### config.mk
export PLATFORM = sky130hd
export DESIGN_NAME = tenet_mac_scheduler_flat
export DESIGN_NICKNAME = d
export VERILOG_FILES = /design/src/rtl/tenet_mac_scheduler_if.sv /design/src/rtl/tenet_mac_scheduler.sv /design/src/flat_wrapper.sv
export SDC_FILE = /design/constraint.sdc
export NUM_CORES = 1
export LEC_CHECK = 0
export ABC_AREA = 1
export BUFFER_PORTS_ARGS = -buffer_cell sky130_fd_sc_hd__buf_2
export CAP_MARGIN = 20
export CORE_AREA = 2 2 200 202
export DETAILED_ROUTE_END_ITERATION = 10
export DIE_AREA = 0 0 202 204
export GPL_ROUTABILITY_DRIVEN = 0
export GPL_TIMING_DRIVEN = 0
export PLACE_DENSITY = 0.58
export SYNTH_ARGS = -nofsm -noshare
export SYNTH_HDL_FRONTEND = slang
export SYNTH_SLANG_ARGS = --single-unit
### constraint.sdc
create_clock -name clk -period 3.83 [get_ports clk]
set_input_delay 0.1915 -clock clk [delete_from_list [all_inputs] [get_ports clk]]
set_output_delay 0.1915 -clock clk [all_outputs]
set_load 0.01 [all_outputs]
### src/rtl/tenet_mac_scheduler_if.sv
// Requester, MAC and response signal bundle of the ternary MAC scheduler.
// master is the scheduler side; slave is requesters, MAC and consumer.
interface tenet_mac_scheduler_if #(
    parameter int NUM_REQ   = 4,
    parameter int VEC_LEN   = 9,
    parameter int ACC_WIDTH = 16
);
    localparam int IDW = $clog2(NUM_REQ);

    logic [NUM_REQ-1:0]           req_valid;
    logic [NUM_REQ-1:0]           req_ready;
    logic [NUM_REQ*VEC_LEN*8-1:0] req_act;
    logic [NUM_REQ*VEC_LEN*2-1:0] req_wgt;

    logic                         mac_start;
    logic [VEC_LEN*8-1:0]         mac_activation;
    logic [VEC_LEN*2-1:0]         mac_weight;
    logic                         mac_done;
    logic signed [ACC_WIDTH-1:0]  mac_out;

    logic                         rsp_valid;
    logic                         rsp_ready;
    logic signed [ACC_WIDTH-1:0]  rsp_data;
    logic [IDW-1:0]               rsp_id;
    logic                         rsp_err;

    modport master (
        input  req_valid, req_act, req_wgt,
        input  mac_done, mac_out, rsp_ready,
        output req_ready, mac_start,
        output mac_activation, mac_weight,
        output rsp_valid, rsp_data, rsp_id, rsp_err
    );

    modport slave (
        output req_valid, req_act, req_wgt,
        output mac_done, mac_out, rsp_ready,
        input  req_ready, mac_start,
        input  mac_activation, mac_weight,
        input  rsp_valid, rsp_data, rsp_id, rsp_err
    );
endinterface

### src/rtl/tenet_mac_scheduler.sv
// Round-robin scheduler sharing one ternary MAC between NUM_REQ requesters,
// with all-zero-weight bypass, fault-trit rejection and a MAC watchdog.
module tenet_mac_scheduler #(
    parameter int NUM_REQ   = 4,
    parameter int VEC_LEN   = 9,
    parameter int ACC_WIDTH = 16,
    parameter int TIMEOUT   = 63
) (
    input  logic                 clk,
    input  logic                 rst_n,
    tenet_mac_scheduler_if.master bus,
    output logic                 busy,
    output logic [15:0]          job_count
);
    localparam int IDW = $clog2(NUM_REQ);
    localparam int AW  = VEC_LEN * 8;
    localparam int WW  = VEC_LEN * 2;
    localparam int WDW = $clog2(TIMEOUT + 1);

    typedef logic [IDW:0] cand_t;

    typedef enum logic [2:0] {
        S_IDLE,
        S_CHECK,
        S_ISSUE,
        S_WAIT,
        S_RESP
    } state_t;

    state_t                      state_q, state_d;
    logic [IDW-1:0]              ptr_q, ptr_d;
    logic [IDW-1:0]              id_q, id_d;
    logic [AW-1:0]               act_q, act_d;
    logic [WW-1:0]               wgt_q, wgt_d;
    logic [WDW-1:0]              wd_q, wd_d;
    logic signed [ACC_WIDTH-1:0] data_q, data_d;
    logic                        err_q, err_d;
    logic [15:0]                 cnt_q, cnt_d;

    logic                        gnt_vld;
    logic [IDW-1:0]              gnt_idx;
    cand_t                       cand;
    logic                        has_fault;
    logic                        all_zero;

    // Scan downward so the smallest offset from the pointer wins.
    always_comb begin
        gnt_vld = 1'b0;
        gnt_idx = '0;
        cand    = '0;
        for (int k = NUM_REQ - 1; k >= 0; k--) begin
            cand = cand_t'(ptr_q) + cand_t'(k);
            if (cand >= cand_t'(NUM_REQ))
                cand = cand - cand_t'(NUM_REQ);
            if (bus.req_valid[cand[IDW-1:0]]) begin
                gnt_vld = 1'b1;
                gnt_idx = cand[IDW-1:0];
            end
        end
    end

    always_comb begin
        has_fault = 1'b0;
        all_zero  = 1'b1;
        for (int i = 0; i < VEC_LEN; i++) begin
            if (wgt_q[2*i +: 2] == 2'b11)
                has_fault = 1'b1;
            if (wgt_q[2*i +: 2] != 2'b00)
                all_zero = 1'b0;
        end
    end

    always_comb begin
        state_d       = state_q;
        ptr_d         = ptr_q;
        id_d          = id_q;
        act_d         = act_q;
        wgt_d         = wgt_q;
        wd_d          = wd_q;
        data_d        = data_q;
        err_d         = err_q;
        cnt_d         = cnt_q;
        bus.req_ready = '0;
        bus.mac_start = 1'b0;
        bus.rsp_valid = 1'b0;
        unique case (state_q)
            S_IDLE: begin
                if (gnt_vld) begin
                    bus.req_ready[gnt_idx] = 1'b1;
                    act_d   = bus.req_act[int'(gnt_idx)*AW +: AW];
                    wgt_d   = bus.req_wgt[int'(gnt_idx)*WW +: WW];
                    id_d    = gnt_idx;
                    ptr_d   = (gnt_idx == IDW'(NUM_REQ - 1)) ?
                              '0 : gnt_idx + 1'b1;
                    state_d = S_CHECK;
                end
            end
            S_CHECK: begin
                unique case (1'b1)
                    has_fault: begin
                        err_d   = 1'b1;
                        data_d  = '0;
                        state_d = S_RESP;
                    end
                    all_zero: begin
                        err_d   = 1'b0;
                        data_d  = '0;
                        state_d = S_RESP;
                    end
                    default: state_d = S_ISSUE;
                endcase
            end
            S_ISSUE: begin
                bus.mac_start = 1'b1;
                wd_d          = '0;
                state_d       = S_WAIT;
            end
            S_WAIT: begin
                // A done arriving on the final watchdog cycle still wins.
                if (bus.mac_done) begin
                    data_d  = bus.mac_out;
                    err_d   = 1'b0;
                    state_d = S_RESP;
                end else if (wd_q == WDW'(TIMEOUT - 1)) begin
                    data_d  = '0;
                    err_d   = 1'b1;
                    state_d = S_RESP;
                end else begin
                    wd_d = wd_q + 1'b1;
                end
            end
            S_RESP: begin
                bus.rsp_valid = 1'b1;
                if (bus.rsp_ready) begin
                    cnt_d   = cnt_q + 16'd1;
                    state_d = S_IDLE;
                end
            end
            default: state_d = S_IDLE;
        endcase
    end

    always_ff @(posedge clk or negedge rst_n) begin
        if (!rst_n) begin
            state_q <= S_IDLE;
            ptr_q   <= '0;
            id_q    <= '0;
            act_q   <= '0;
            wgt_q   <= '0;
            wd_q    <= '0;
            data_q  <= '0;
            err_q   <= 1'b0;
            cnt_q   <= '0;
        end else begin
            state_q <= state_d;
            ptr_q   <= ptr_d;
            id_q    <= id_d;
            act_q   <= act_d;
            wgt_q   <= wgt_d;
            wd_q    <= wd_d;
            data_q  <= data_d;
            err_q   <= err_d;
            cnt_q   <= cnt_d;
        end
    end

    assign bus.mac_activation = act_q;
    assign bus.mac_weight     = wgt_q;
    assign bus.rsp_data       = data_q;
    assign bus.rsp_id         = id_q;
    assign bus.rsp_err        = err_q;
    assign busy               = (state_q != S_IDLE);
    assign job_count          = cnt_q;
endmodule

### src/flat_wrapper.sv
// flat-port wrapper written by rule: the top's interface ports become plain ports
module tenet_mac_scheduler_flat 
#(
    parameter int NUM_REQ   = 4,
    parameter int VEC_LEN   = 9,
    parameter int ACC_WIDTH = 16,
    parameter int TIMEOUT   = 63
)
  (clk, rst_n, busy, job_count, bus_req_valid, bus_req_act, bus_req_wgt, bus_mac_done, bus_mac_out, bus_rsp_ready, bus_req_ready, bus_mac_start, bus_mac_activation, bus_mac_weight, bus_rsp_valid, bus_rsp_data, bus_rsp_id, bus_rsp_err);
  tenet_mac_scheduler_if #(.NUM_REQ(NUM_REQ), .VEC_LEN(VEC_LEN), .ACC_WIDTH(ACC_WIDTH)) bus_i ();
  input  logic clk;
  input  logic rst_n;
  output logic busy;
  output logic [15:0] job_count;
  input wire logic [$bits(bus_i.req_valid)-1:0] bus_req_valid;
  input wire logic [$bits(bus_i.req_act)-1:0] bus_req_act;
  input wire logic [$bits(bus_i.req_wgt)-1:0] bus_req_wgt;
  input wire logic [$bits(bus_i.mac_done)-1:0] bus_mac_done;
  input wire logic [$bits(bus_i.mac_out)-1:0] bus_mac_out;
  input wire logic [$bits(bus_i.rsp_ready)-1:0] bus_rsp_ready;
  output wire logic [$bits(bus_i.req_ready)-1:0] bus_req_ready;
  output wire logic [$bits(bus_i.mac_start)-1:0] bus_mac_start;
  output wire logic [$bits(bus_i.mac_activation)-1:0] bus_mac_activation;
  output wire logic [$bits(bus_i.mac_weight)-1:0] bus_mac_weight;
  output wire logic [$bits(bus_i.rsp_valid)-1:0] bus_rsp_valid;
  output wire logic [$bits(bus_i.rsp_data)-1:0] bus_rsp_data;
  output wire logic [$bits(bus_i.rsp_id)-1:0] bus_rsp_id;
  output wire logic [$bits(bus_i.rsp_err)-1:0] bus_rsp_err;
  assign bus_i.req_valid = bus_req_valid;
  assign bus_i.req_act = bus_req_act;
  assign bus_i.req_wgt = bus_req_wgt;
  assign bus_i.mac_done = bus_mac_done;
  assign bus_i.mac_out = bus_mac_out;
  assign bus_i.rsp_ready = bus_rsp_ready;
  assign bus_req_ready = bus_i.req_ready;
  assign bus_mac_start = bus_i.mac_start;
  assign bus_mac_activation = bus_i.mac_activation;
  assign bus_mac_weight = bus_i.mac_weight;
  assign bus_rsp_valid = bus_i.rsp_valid;
  assign bus_rsp_data = bus_i.rsp_data;
  assign bus_rsp_id = bus_i.rsp_id;
  assign bus_rsp_err = bus_i.rsp_err;
  tenet_mac_scheduler #(.NUM_REQ(NUM_REQ), .VEC_LEN(VEC_LEN), .ACC_WIDTH(ACC_WIDTH), .TIMEOUT(TIMEOUT)) u_core (.clk(clk), .rst_n(rst_n), .bus(bus_i), .busy(busy), .job_count(job_count));
endmodule
==> impl_metrics.yaml <==
yosys:
  ys_types: 37
  post_synth_and_or_nand_nor_area_fraction_pct: 44.66
  syn_inst: 1637
  ys_seq_area_share_pct: 33.77
  synth_compound_area_share_pct: 1.353
  synth_top_family_by_area: "simple AND/OR/NAND/NOR gates"
  muxShareOfSynthArea_pct: 0.1117
  synth.cell_area_um2: 10080
  synth_adder_area_share_pct: 0.8690
  ys_warn_count: 0
  synth-xor-area-share_pct: 1.217
  ys_ff_latch: 136
  postSynthAreaPerCell_um2: 6.157
  syn_nets: 2028
grt:
  grtUsageTotal_pct: 20.97
  grtUsageMet2_pct: 35.87
  met3_usage_pct: 3.827
  antenna_found_initial: 4
  grt_max_degree: 78
  grt_pass1_wl_um: 66620
  grt_use_met1_pct: 26.56
  busiest_layer: "met2"
  grt_overflow: 0
  grt_pass1_vias: 12091
timing:
  relSlewSlack_pct: 54.56
  finalSetupTns_ps: 0
  skew_ps: 9.976
  fin_crit_sh_pct: 88.54
  setup_viol: 0
  fmax_mhz: 294.9
  final-hold-violation-count: 0
  worst_pin_slew_ps: 681.7
  drv_slew: 0
  post-route-min-period_ps: 3391
  rsz0062_at_grt: "false"
detailed_routing:
  post-route-drc-count: 0
  routedWlPerCell_um: 16.00
  firstDrtPassIters: 5
  wirelength_um: 43630
  via_count: 12210
  viasPerCell: 4.477
  drt_iter0_drc: 806
  ant_nets: 0
critical_path:
  slowest_stage: "dfrtp_1"
  crit_fanout: 11
  critPathCaptureType: "output pin"
  path_cells: "buf_4, o21ai_1, nor2_1, nor2_1, nand3_2, nand2_2, buf_6, buf_2, ha_1, inv_1, nor2_1, buf_2"
  crit_type: "reg2out"
  cp-start-kind: "flip-flop"
  cp_slowest_stage_delay_ps: 360
  crit_top_cell: "nor2_1"
  critPathArrivalTime_ps: 3200
  critPathRequiredTime_ps: 3640
power_and_ir_drop:
  power_density_nw_per_um2: 957.1
  power_leakage_nw: 8.852
  peakVddDrop_mv: 0.4579
clocking:
  cts-buffers-inserted: 17
  root_buffer: "clkbuf_16"
  cts_resized: 0
  clockBufferDepth: 2
  htree_levels: 4
  clkLatencyLatePin_ps: 450
  cts.sinks: 136
  cts_tree: "built"
  post-cts-setup-buffers: 0
  ctsHoldBuffers: 15
  clkTransAtPathRegs_ps: 60
worst_hold_path:
  hold_class: "in2reg"
die:
  dieArea_um2: 41210
  io_pins: 516
  die_w_um: 202
  initial_core_util_pct: 25.72
  rows: 73
  coreArea_um2: 39180
  dieHeight_um: 204
placement:
  place_inst: 2677
  dp_hpwl_um: 35120
  port_buffers: 514
job:
  cap_violations: 0
cells_and_area:
  nNetsFinal: 2577
  layoutNonFillerInstCount: 2727
  drive_above_1_share_pct: 30.01
  syn_to_final_growth_pct: 39.53
outcome:
  status: "completed"
-- critical path: cells and delay by family (launching register included) --
family	cells	cell delay (ps)
buffers and inverters	5	960
flip-flops	1	360
AO/OA/AOI/OAI	1	240
adder cells (fa/ha/maj)	1	210
AND/OR/NAND/NOR	5	990
-- sequential cells by signal (all words and copies together) (netlist names) --
name / cells
u_core.job_count: 16
u_core.ptr_q: 2
u_core.bus.mac_weight: 18
u_core.state_q: 3
u_core.bus.mac_activation: 72
u_core.bus.rsp_id: 2
u_core.bus.rsp_data: 16
u_core.bus.rsp_err: 1
u_core.wd_q: 6
-- path summary, 6_finish.rpt --
| check | startpoint | to | cells past startpoint | slack, ps |
|---|---|---|---|---|
| hold / removal | bus_mac_out[10] | u_core.bus.rsp_data[10] | 3 | 20 |
| min in group asynchronous | rst_n | u_core.bus.mac_weight[5] | 2 | 310 |
| setup reg to reg | u_core.ptr_q[0] | u_core.ptr_q[1] | 11 | 1100 |
| max in group asynchronous | rst_n | u_core.bus.mac_activation[16] | 3 | 2700 |
| hold reg to reg | u_core.bus.rsp_data[14] | u_core.bus.rsp_data[14] | 2 | 470 |
| setup / recovery | u_core.ptr_q[0] | bus_req_ready[1] | 12 | 440 |
-- cells by family (layout without fill, tap and decap cells) --
| group | after synthesis | in the layout |
|---|---|---|
| adders and majority gates | 7 | 7 |
| DFF | 136 | 136 |
| xor gates and xnor gates | 14 | 14 |
| other | 0 | 3 |
| AOI/OAI and AO/OA | 21 | 21 |
| and+or+nand+nor | 1018 | 1018 |
| buffers and inverters | 440 | 1002 |
| muxes | 1 | 1 |
-- placed cells by master (no fill, tap or decap), drive strengths merged --
cell	n
dlygate4sd3	15
nor4	3
xnor2	7
nor3b	1
or2	48
mux2	1
nand4	8
o211ai	1
inv	353
nor3	6
a21oi	4
nand3	368
nor2	26
nand2b	1
o22ai	1
o21a	1
a21boi	1
diode	3
dfrtp	136
o21ai	10
buf	581
clkinvlp	3
a31oi	3
nand2	556
clkinv	5
and3	1
clkbuf	45
ha	7
xor2	7
-- stage by stage --
stage	power (mW)	hold slack [ps]	utilization, %	area, um^2	setup slack, ps
after floorplan	8.476	-104.1	-	10080	1801
after global placement	11.75	434.2	33.96	13310	434.3
after detailed placement	11.88	227.5	34.05	13340	785.9
after CTS	13.58	0.4073	35.87	14050	288.0
after global routing	14.81	24.60	35.89	14060	178.0
final	13.46	24.55	35.89	14060	439.1
-- layer usage --
layer  vias to the layer above  part of all wire [%]
li1                       6054                     -
met4                         2                   2.4
met5                         -                 0.037
met2                       497                    48
met1                      5600                    43
met3                        57                   6.5
-- cell type report --
type	count	area, um^2
Inverter	346	1299
Clock buffer	17	425.4
Multi-Input combinational cell	1061	4858
Clock inverter	15	137.6
Antenna cell	3	7.507
Buffer	94	518.0
Timing Repair Buffer	530	2756
Fill cell	4327	25120
Tap cell	525	656.9
Sequential cell	136	3403
-- report_power, final --
part / switching, mW / total, mW / internal [mW]
Clock: 0.770 / 1.63 / 0.855
Sequential: 0.428 / 2.53 / 2.10
Combinational: 6.15 / 9.31 / 3.16
Total: 7.35 / 13.5 / 6.11
-- cell usage after synthesis, drive strengths merged --
master | n | share of area, %
buf | 66 | 4.1
mux2 | 1 | 0.11
xor2 | 7 | 0.61
or2 | 48 | 3.0
o21ai | 10 | 0.50
nor3 | 6 | 0.40
inv | 346 | 13
dfrtp | 136 | 34
nand2b | 1 | 0.062
a21oi | 4 | 0.20
nor3b | 1 | 0.12
nor2 | 26 | 1.2
nand3 | 368 | 18
xnor2 | 7 | 0.61
o211ai | 1 | 0.075
and3 | 1 | 0.062
clkbuf | 28 | 1.0
nand2 | 556 | 21
o21a | 1 | 0.075
o22ai | 1 | 0.062
ha | 7 | 0.87
a21boi | 1 | 0.11
a31oi | 3 | 0.34
nor4 | 3 | 0.19
nand4 | 8 | 0.50
(Power assumes the default switching activity.)
